--- src/rtl/led_pkg.sv ---
// Shared definitions for the LED pattern sequencer.
//   led_mode_t      : pattern engine modes as loaded over the config handshake
//   led_state_t     : control FSM states (RUN accepts configs, APPLY loads them)
//   led_dir_t       : travel direction used by the bounce mode
//   DEFAULT_PATTERN : display value used at reset and whenever a zero pattern is loaded
package led_pkg;

   typedef enum logic [2:0] {
      MODE_OFF    = 3'd0,
      MODE_ROT_L  = 3'd1,
      MODE_ROT_R  = 3'd2,
      MODE_BOUNCE = 3'd3,
      MODE_BLINK  = 3'd4,
      MODE_COUNT  = 3'd5,
      MODE_STATIC = 3'd6,
      MODE_RSVD   = 3'd7
   } led_mode_t;

   typedef enum logic {
      ST_RUN   = 1'b0,
      ST_APPLY = 1'b1
   } led_state_t;

   typedef enum logic {
      DIR_LEFT  = 1'b0,
      DIR_RIGHT = 1'b1
   } led_dir_t;

   localparam logic [7:0] DEFAULT_PATTERN = 8'h01;

endpackage

--- src/rtl/led_pattern_sequencer_if.sv ---
// Configuration handshake between the host control logic and the sequencer.
//   cfg_valid   : host presents a configuration
//   cfg_ready   : sequencer can accept a configuration
//   cfg_mode    : pattern mode (led_pkg::led_mode_t encoding)
//   cfg_pattern : initial display pattern
//   cfg_bright  : brightness, 0 = dark, all-ones = fully on
// master = host side, slave = sequencer side.
interface led_pattern_sequencer_if #(
   parameter int PWM_WIDTH = 4
);
   logic                 cfg_valid;
   logic                 cfg_ready;
   logic [2:0]           cfg_mode;
   logic [7:0]           cfg_pattern;
   logic [PWM_WIDTH-1:0] cfg_bright;

   modport master (
      output cfg_valid, cfg_mode, cfg_pattern, cfg_bright,
      input  cfg_ready
   );

   modport slave (
      input  cfg_valid, cfg_mode, cfg_pattern, cfg_bright,
      output cfg_ready
   );
endinterface

--- src/rtl/led_step_prescaler.sv ---
// Free-running step prescaler: one tick every 2^PRESCALE_WIDTH clocks.
//   CLK   : system clock
//   RST   : asynchronous active-high reset
//   clear : hold the count at zero and suppress the tick
//   tick  : high for the single cycle in which the count is all-ones
module led_step_prescaler #(
   parameter int PRESCALE_WIDTH = 27
) (
   input  logic CLK,
   input  logic RST,
   input  logic clear,
   output logic tick
);
   logic [PRESCALE_WIDTH-1:0] count_reg;

   always_ff @(posedge CLK or posedge RST) begin
      if (RST) begin
         count_reg <= '0;
      end else if (clear) begin
         count_reg <= '0;
      end else begin
         count_reg <= count_reg + 1'b1;
      end
   end

   // Decoded from the registered count, so the pulse is clean and lines up
   // with the edge on which the step is applied.
   assign tick = (&count_reg) && !clear;
endmodule

--- src/rtl/led_pattern_sequencer.sv ---
// LED pattern sequencer for the 8-LED PMod.
//   CLK       : system clock, all state on rising edge
//   RST       : asynchronous active-high reset
//   cfg       : configuration handshake (slave side)
//   step_tick : one-cycle pulse on each pattern step
//   LED       : registered, PWM-dimmed LED drive
// A config is captured in RUN and loaded in a one-cycle APPLY state; the
// prescaler advances the pattern and a PWM stage gates the final output.
module led_pattern_sequencer
   import led_pkg::*;
#(
   parameter int PRESCALE_WIDTH = 27,
   parameter int PWM_WIDTH      = 4
) (
   input  logic                    CLK,
   input  logic                    RST,
   led_pattern_sequencer_if.slave  cfg,
   output logic                    step_tick,
   output logic [7:0]              LED
);
   led_state_t           state_reg;
   led_mode_t            mode_reg;
   led_mode_t            cap_mode_reg;
   led_dir_t             dir_reg;
   logic [7:0]           display_reg;
   logic [7:0]           cap_pattern_reg;
   logic                 blink_phase_reg;
   logic                 ready_reg;
   logic [PWM_WIDTH-1:0] bright_reg;
   logic [PWM_WIDTH-1:0] cap_bright_reg;
   logic [PWM_WIDTH-1:0] pwm_cnt_reg;
   logic [7:0]           led_reg;

   logic [7:0]           display_next;
   led_dir_t             dir_next;
   logic                 blink_phase_next;
   logic [7:0]           pre_pwm;
   logic                 pwm_enable;

   led_step_prescaler #(
      .PRESCALE_WIDTH(PRESCALE_WIDTH)
   ) u_prescaler (
      .CLK  (CLK),
      .RST  (RST),
      .clear(state_reg == ST_APPLY),
      .tick (step_tick)
   );

   // State the pattern engine moves to if a step is taken this cycle.
   always_comb begin
      display_next     = display_reg;
      dir_next         = dir_reg;
      blink_phase_next = blink_phase_reg;
      case (mode_reg)
         MODE_ROT_L: display_next = {display_reg[6:0], display_reg[7]};
         MODE_ROT_R: display_next = {display_reg[0], display_reg[7:1]};
         MODE_BOUNCE: begin
            // Turn around when the lit bit reaches the end it is heading for.
            if (dir_reg == DIR_LEFT && display_reg[7]) begin
               dir_next     = DIR_RIGHT;
               display_next = display_reg >> 1;
            end else if (dir_reg == DIR_RIGHT && display_reg[0]) begin
               dir_next     = DIR_LEFT;
               display_next = display_reg << 1;
            end else if (dir_reg == DIR_LEFT) begin
               display_next = display_reg << 1;
            end else begin
               display_next = display_reg >> 1;
            end
         end
         MODE_BLINK: blink_phase_next = ~blink_phase_reg;
         MODE_COUNT: display_next = display_reg + 8'd1;
         default:    ;
      endcase
   end

   always_comb begin
      pre_pwm = 8'h00;
      case (mode_reg)
         MODE_ROT_L, MODE_ROT_R, MODE_BOUNCE,
         MODE_COUNT, MODE_STATIC: pre_pwm = display_reg;
         MODE_BLINK:              pre_pwm = blink_phase_reg ? display_reg : 8'h00;
         default:                 pre_pwm = 8'h00;
      endcase
   end

   // All-ones brightness must be on every cycle, which the compare alone misses.
   assign pwm_enable = (&bright_reg) || (pwm_cnt_reg < bright_reg);

   always_ff @(posedge CLK or posedge RST) begin
      if (RST) begin
         state_reg       <= ST_RUN;
         ready_reg       <= 1'b1;
         mode_reg        <= MODE_OFF;
         cap_mode_reg    <= MODE_OFF;
         dir_reg         <= DIR_LEFT;
         display_reg     <= DEFAULT_PATTERN;
         cap_pattern_reg <= DEFAULT_PATTERN;
         blink_phase_reg <= 1'b0;
         bright_reg      <= '1;
         cap_bright_reg  <= '1;
         pwm_cnt_reg     <= '0;
         led_reg         <= 8'h00;
      end else begin
         pwm_cnt_reg <= pwm_cnt_reg + 1'b1;
         led_reg     <= pre_pwm & {8{pwm_enable}};
         case (state_reg)
            ST_RUN: begin
               // A tick coinciding with a handshake still steps; APPLY then
               // overwrites that result on the following edge.
               if (step_tick) begin
                  display_reg     <= display_next;
                  dir_reg         <= dir_next;
                  blink_phase_reg <= blink_phase_next;
               end
               if (cfg.cfg_valid && ready_reg) begin
                  cap_mode_reg    <= led_mode_t'(cfg.cfg_mode);
                  cap_pattern_reg <= cfg.cfg_pattern;
                  cap_bright_reg  <= cfg.cfg_bright;
                  ready_reg       <= 1'b0;
                  state_reg       <= ST_APPLY;
               end
            end
            ST_APPLY: begin
               display_reg     <= (cap_pattern_reg == 8'h00) ? DEFAULT_PATTERN : cap_pattern_reg;
               mode_reg        <= cap_mode_reg;
               bright_reg      <= cap_bright_reg;
               dir_reg         <= DIR_LEFT;
               blink_phase_reg <= 1'b0;
               ready_reg       <= 1'b1;
               state_reg       <= ST_RUN;
            end
            default: state_reg <= ST_RUN;
         endcase
      end
   end

   assign cfg.cfg_ready = ready_reg;
   assign LED           = led_reg;
endmodule

--- src/flat_wrapper.sv ---
// flat-port wrapper written by rule: the top's interface ports become plain ports
module led_pattern_sequencer_flat import led_pkg::*;
#(
   parameter int PRESCALE_WIDTH = 27,
   parameter int PWM_WIDTH      = 4
)
  (CLK, RST, step_tick, LED, cfg_cfg_valid, cfg_cfg_mode, cfg_cfg_pattern, cfg_cfg_bright, cfg_cfg_ready);
  led_pattern_sequencer_if #(.PWM_WIDTH(PWM_WIDTH)) cfg_i ();
  input  logic CLK;
  input  logic RST;
  output logic step_tick;
  output logic [7:0] LED;
  input wire logic [$bits(cfg_i.cfg_valid)-1:0] cfg_cfg_valid;
  input wire logic [$bits(cfg_i.cfg_mode)-1:0] cfg_cfg_mode;
  input wire logic [$bits(cfg_i.cfg_pattern)-1:0] cfg_cfg_pattern;
  input wire logic [$bits(cfg_i.cfg_bright)-1:0] cfg_cfg_bright;
  output wire logic [$bits(cfg_i.cfg_ready)-1:0] cfg_cfg_ready;
  assign cfg_i.cfg_valid = cfg_cfg_valid;
  assign cfg_i.cfg_mode = cfg_cfg_mode;
  assign cfg_i.cfg_pattern = cfg_cfg_pattern;
  assign cfg_i.cfg_bright = cfg_cfg_bright;
  assign cfg_cfg_ready = cfg_i.cfg_ready;
  led_pattern_sequencer #(.PRESCALE_WIDTH(PRESCALE_WIDTH), .PWM_WIDTH(PWM_WIDTH)) u_core (.CLK(CLK), .RST(RST), .cfg(cfg_i), .step_tick(step_tick), .LED(LED));
endmodule
--- config.mk ---
export PLATFORM = sky130hd
export DESIGN_NAME = led_pattern_sequencer_flat
export DESIGN_NICKNAME = d
export VERILOG_FILES = /design/src/rtl/led_pkg.sv /design/src/rtl/led_pattern_sequencer_if.sv /design/src/rtl/led_step_prescaler.sv /design/src/rtl/led_pattern_sequencer.sv /design/src/flat_wrapper.sv
export SDC_FILE = /design/constraint.sdc
export NUM_CORES = 1
export LEC_CHECK = 0
export CORE_UTILIZATION = 55
export DETAILED_ROUTE_END_ITERATION = 16
export GPL_TIMING_DRIVEN = 1
export HOLD_SLACK_MARGIN = 0.12
export MAX_ROUTING_LAYER = met4
export PLACE_DENSITY = 0.87
export SYNTH_ARGS = -nofsm -noshare
export SYNTH_HDL_FRONTEND = slang
export SYNTH_SLANG_ARGS = --single-unit
--- constraint.sdc ---
create_clock -name CLK -period 6.2 [get_ports CLK]
set_input_delay 1.24 -clock CLK [delete_from_list [all_inputs] [get_ports CLK]]
set_output_delay 1.24 -clock CLK [all_outputs]
set_load 0.01 [all_outputs]
==> flow_summary.json, run 1 <==
{
  "clock_latency_on_the_worst_skew_pair_ns": 0.36,
  "setup_total_negative_slack_ns": 0,
  "grt_max_degree": 74,
  "crit_arrival_ns": 2.95,
  "final_standard_cell_count_with_taps_included_and_fillers_excluded": 486,
  "clkSlewWorstSetupHoldPaths_ns": 0.08,
  "regToRegStartpoint": "u_core.u_prescaler.count_reg[12]",
  "ys_ff_latch": 73,
  "grt_use_total": 0.230,
  "grt_pass1_vias": 2741,
  "final-hold-violation-count": 0,
  "worst_r2r_endpoint": "u_core.display_reg[6]",
  "worstSetupPathType": "flop to output port",
  "worst_setup_path_start_kind": "flop",
  "sink_of_the_worst_hold_path": "u_core.cap_bright_reg[0]",
  "boundaryPins": 28,
  "place.port_buffers": 27,
  "post_cts_resize_count": 0,
  "synthCells": 383,
  "antenna_left": 0,
  "placed_cells_incl_taps": 470,
  "tritoncts.num_buffers": 9,
  "powerDensity_nw_per_um2": 226,
  "finalWorstSetupSlack_ns": 2.01,
  "cts_htree_levels": 3,
  "crit_path_max_fanout": 13,
  "slew_at_the_pin_closest_to_its_max_slew_limit_ns": 0.867,
  "critical_path.startpoint": "u_core.u_prescaler.count_reg[12]",
  "setup.worst_path.end_class": "output port",
  "worst_case_register_to_register_setup_slack_ns": 3.44,
  "global_route.overflow_total": 0,
  "post_synth_instance_area_um2": 3630,
  "largest_register_ffs": 27,
  "cp.required_ns": 4.96,
  "postSynth.asyncResetShare": 1.00,
  "core-area_um2": 6350,
  "drc_errors": 0,
  "yosysWarningCount": 0,
  "worstRegToRegCells": 5,
  "area_delta_synth_final_pct": 15.1,
  "timing.max_cap.violations": 0,
  "number_of_enable_flip_flop_cells_after_synthesis": 0,
  "drt_wl_total_mm": 7.18,
  "seq_area_frac_synth": 0.506,
  "min_period_over_period": 0.676,
  "finalWorstPathRequiredPeriod_ns": 4.19,
  "row_count": 29,
  "die_outline_height_um": 83.3,
  "fmax_mhz": 238,
  "setup_fix_bufs_post_cts": 0,
  "worstHoldStart": "u_core.cap_bright_reg[0]",
  "numClockSinks": 73,
  "avgSynthCellArea_um2": 9.49,
  "final-max-slew-violation-count": 0,
  "dieWidth_um": 83.3,
  "insertedDiodeCount": 0,
  "initial_util": 0.572,
  "final-setup-viol-count": 0,
  "antenna_found_initial": 0,
  "drive_gt1_frac": 0.100,
  "mappedNetlistNets": 407,
  "power_leakage_uw": 0.00182,
  "dr.first_iter.drc_count": 337,
  "hold_path_depth": 2,
  "synth-main-ff-cell": "dfrtp_1",
  "via_per_inst": 5.77,
  "fin_worst_skew_ns": 0.0115,
  "grt_first_pass_wirelength_mm": 12.5,
  "hold_class": "flop to flop",
  "power.ir.vdd_worst_v": 0.000162,
  "clock-root-buffer": "clkbuf_8",
  "cts_hold_buffers": 0,
  "via_count": 2804,
  "dp_hpwl_mm": 4.66,
  "design.die.area_um2": 6940,
  "finish.net_count": 428,
  "detail_route.wl_per_cell_um": 14.8,
  "rsz0062_at_grt": "no",
  "gpl.final_weighted_congestion": 0.844,
  "run_status": "completed",
  "drtPass1Iterations": 6,
  "number_of_different_library_cells_in_the_post_synthesis_netlist": 48,
  "timing.max_slew.rel_slack": 0.422,
  "pre_cts_ws_ns": 2.44,
  "cts_tree": "done",
  "clk_path_buf_depth": 2
}
[worst max-delay path by stage]
stage	end	slack, ns
after floorplan	u_core.LED[0]	3.12
after global placement	step_tick	2.55
after detailed placement	step_tick	2.44
after CTS	step_tick	2.03
after global routing	step_tick	1.82
final	step_tick	2.01
[synth_stat cells, drive strengths merged, types with 10 or more instances]
library cell / count / area (um^2)
nand2: 68 / 255
dfrtp: 62 / 1550
nor2: 38 / 143
xnor2: 17 / 149
nand3: 15 / 80.1
o21ai: 15 / 75.1
inv: 14 / 52.6
clkbuf: 12 / 45.0
dfstp: 11 / 289
nand2b: 11 / 68.8
xor2: 11 / 96.3
nor4: 10 / 105
[cells by family after synthesis]
logic type	synth area share
simple gates	0.266
xor+xnor	0.0675
compound gates	0.0892
flops	0.506
buf+inv	0.0355
mux	0.0148
fa+ha+maj	0.0207
[cell type report]
| cell class | count | area [um^2] |
|---|---|---|
| inverter | 14 | 52.6 |
| tap | 77 | 96.3 |
| multi-input combinational | 277 | 1670 |
| fill | 480 | 2170 |
| clock inverter | 7 | 119 |
| clock buffer | 9 | 124 |
| timing repair buffer | 29 | 285 |
| sequential | 73 | 1840 |
[cells in the final DEF (no fill, tap or decap), drive strengths merged, types with 4 or more instances in the layout]
cell           count
and2               9
nand3             15
a21oi              8
xor2              11
nor2b              6
xnor2             17
and3               5
nor2              38
o21ai             15
clkbuf             9
nand4              8
a221oi             4
ha                 6
clkdlybuf4s50     27
inv               14
dfstp             11
nand2b            11
o31ai              6
dfrtp             62
nor4              10
nand2             68
[through the flow]
| step | total power [uW] | hold WS [ns] | cell area (um^2) | util |
|---|---|---|---|---|
| final | 945 | 0.458 | 4180 | 0.659 |
| after global routing | 978 | 0.484 | 4180 | 0.659 |
| after global placement | 506 | 0.447 | 3940 | 0.621 |
| after detailed placement | 506 | 0.451 | 3940 | 0.621 |
| after CTS | 952 | 0.464 | 4180 | 0.659 |
| after floorplan | 492 | 0.435 | 3630 | - |
[worst max-delay path, stage by stage (launching register included)]
cell and delay, ns:
dfrtp_1 0.41, nand4_1 0.53, nor4_1 0.72, and2_1 0.24
nor2b_1 0.14, clkdlybuf4s50_1 0.55
[power by group]
group / switching (uW) / internal, uW / leakage, uW
Combinational: 10.2 / 9.86 / 0.000743
Sequential: 0 / 476 / 0.000960
Clock: 182 / 267 / 0.000115
[routing by layer]
metal | wire length, um | track usage
met2 | 3460 | 0.353
met3 | 343 | 0.0398
met5 | 0 | -
met4 | 138 | 0.0972
met1 | 3230 | 0.303
Note: power is estimated with default switching activity, not from simulation.
==> inputs of run 2 (changes only) <==
==> constraint.sdc (replaced) <==
create_clock -name CLK -period 4.31 [get_ports CLK]
set_input_delay 0.862 -clock CLK [delete_from_list [all_inputs] [get_ports CLK]]
set_output_delay 0.862 -clock CLK [all_outputs]
set_load 0.01 [all_outputs]
==> flow_summary.json, run 2 (synthesis gave the netlist of run 1 again) <==
{
  "cts_htree_levels": 3,
  "grt_max_degree": 67,
  "hold_class": "flop to flop",
  "worstSetupPathType": "flop to output port",
  "gpl.final_weighted_congestion": 0.880,
  "drtPass1Iterations": 5,
  "drc_errors": 0,
  "rsz0062_at_grt": "no",
  "cts_hold_buffers": 0,
  "worst_case_register_to_register_setup_slack_ns": 1.52,
  "timing.critical_path.slowest_stage_cell": "nor4_1",
  "grt_pass1_vias": 2739,
  "via_count": 2818,
  "dp_hpwl_mm": 4.72,
  "design_area_um2": 4130,
  "cts_tree": "done",
  "crit_path_max_fanout": 13,
  "numClockSinks": 73,
  "setup_total_negative_slack_ns": 0,
  "drt_wl_total_mm": 6.93,
  "run_status": "completed",
  "placed_cells_incl_taps": 471,
  "initial_util": 0.572,
  "boundaryPins": 28,
  "grt_first_pass_wirelength_mm": 12.3,
  "mostFrequentLayoutCell": "nand2_1",
  "share_seq_of_total_power": 0.564,
  "switching_share_of_total_power": 0.244,
  "fin_worst_skew_ns": 0.00706,
  "timing.max_slew.rel_slack": 0.580,
  "final-max-slew-violation-count": 0,
  "row_count": 29,
  "drive_gt1_frac": 0.102,
  "final-hold-violation-count": 0,
  "crit_arrival_ns": 2.96,
  "cp.required_ns": 3.45,
  "antenna_left": 0,
  "layout_common_cells": "nand2_1 (68), dfrtp_1 (61), nor2_1 (38)",
  "power.clock.fraction": 0.412,
  "final_core_utilization": 0.651,
  "final_standard_cell_count_with_taps_included_and_fillers_excluded": 487,
  "place.port_buffers": 27,
  "setup_fix_bufs_post_cts": 0,
  "fmax_mhz": 261,
  "comb_power_share": 0.025,
  "insertedDiodeCount": 0,
  "worst_setup_path_start_kind": "flop",
  "clock-root-buffer": "clkbuf_8",
  "finalHoldWorstSlack_ns": 0.466,
  "tritoncts.num_buffers": 9,
  "clock_latency_on_the_worst_skew_pair_ns": 0.36,
  "power.ir.vdd_worst_v": 0.000266,
  "area_delta_synth_final_pct": 13.7,
  "final-setup-viol-count": 0,
  "finish.net_count": 429,
  "largest_register_ffs": 27,
  "placement.cell_area_um2": 3950,
  "finalWorstPathRequiredPeriod_ns": 3.83,
  "slowest_delay_ns": 0.70,
  "global_route.overflow_total": 0,
  "clk_path_buf_depth": 2,
  "fillerInstances": 476,
  "powerDensity_nw_per_um2": 294,
  "timing.max_cap.violations": 0,
  "dieWidth_um": 83.3,
  "path_cells": "nand4_1 -> nor4_1 -> and2_1 -> nor2b_1 -> clkdlybuf4s50_1",
  "grt_use_total": 0.231,
  "slew_at_the_pin_closest_to_its_max_slew_limit_ns": 0.628,
  "die_outline_height_um": 83.3,
  "total_switching_power_uw": 297,
  "detail_route.wl_per_cell_um": 14.2,
  "power_leakage_uw": 0.00180,
  "min_period_over_period": 0.888,
  "critical-path-top-delay-family": "simple AND/OR/NAND/NOR gates",
  "power.internal_uw": 918,
  "via_per_inst": 5.79,
  "clkSlewWorstSetupHoldPaths_ns": 0.08,
  "antenna_found_initial": 0,
  "core-area_um2": 6350,
  "setup.worst_path.end_class": "output port",
  "design.die.area_um2": 6940,
  "dr.first_iter.drc_count": 231,
  "critical_path_buf_inv_count": 1,
  "post_cts_resize_count": 0
}
[run 2: cell types whose count changed in the layout (fill, tap and decap cells not counted), sizes merged]
cell | before | now
bufinv | 3 | 0
buf | 2 | 3
inv | 14 | 19
clkinv | 2 | 0
[run 2: path summary, 6_finish.rpt]
check	startpoint	to	cells after the start
worst min register to register	u_core.cap_pattern_reg[0]	u_core.cap_pattern_reg[0]	2
min in group asynchronous	RST	u_core.cap_mode_reg[1]	3
worst max register to register	u_core.u_prescaler.count_reg[12]	u_core.display_reg[6]	5
worst max-delay path	u_core.u_prescaler.count_reg[12]	step_tick	5
max in group asynchronous	RST	u_core.state_reg	3
worst min-delay path	u_core.cap_pattern_reg[0]	u_core.cap_pattern_reg[0]	2
[run 2: cell type report]
class	count	area (um^2)	share of cell area
sequential	73	1840	0.446
inverter	14	52.6	0.0127
tap	77	96.3	0.0233
timing repair buffer	30	293	0.0709
clock inverter	7	58.8	0.0142
clock buffer	9	124	0.0300
multi-input combinational	277	1670	0.403
[run 2: power groups by stage]
stage / clock network (uW) / registers [uW] / logic [uW]
CTS: 512 / 685 / 31.2
global placement: 0 / 698 / 30.3
floorplan: 0 / 698 / 10.2
finish: 500 / 685 / 29.8
detailed placement: 0 / 698 / 31.0
global route: 544 / 685 / 34.1
[run 2: per-stage QoR]
stage / total power, uW / setup slack (ns)
after floorplan: 708 / 1.61
after global placement: 728 / 1.03
after detailed placement: 729 / 0.898
after CTS: 1230 / 0.525
after global routing: 1260 / 0.227
final: 1220 / 0.484
[run 2: routing by layer]
metal | wire length [um] | up-vias | global-route usage | share of wire
li1 | - | 1360 | - | -
met5 | 0 | - | - | 0
met4 | 113 | 0 | 0.103 | 0.016
met2 | 3360 | 99 | 0.349 | 0.48
met3 | 387 | 12 | 0.0626 | 0.056
met1 | 3070 | 1347 | 0.292 | 0.44
[run 2: tightest hold or removal path: stages (launching register included)]
cell	delay, ns
dfstp_2	0.38
nand2_1	0.05
nand2_1	0.05
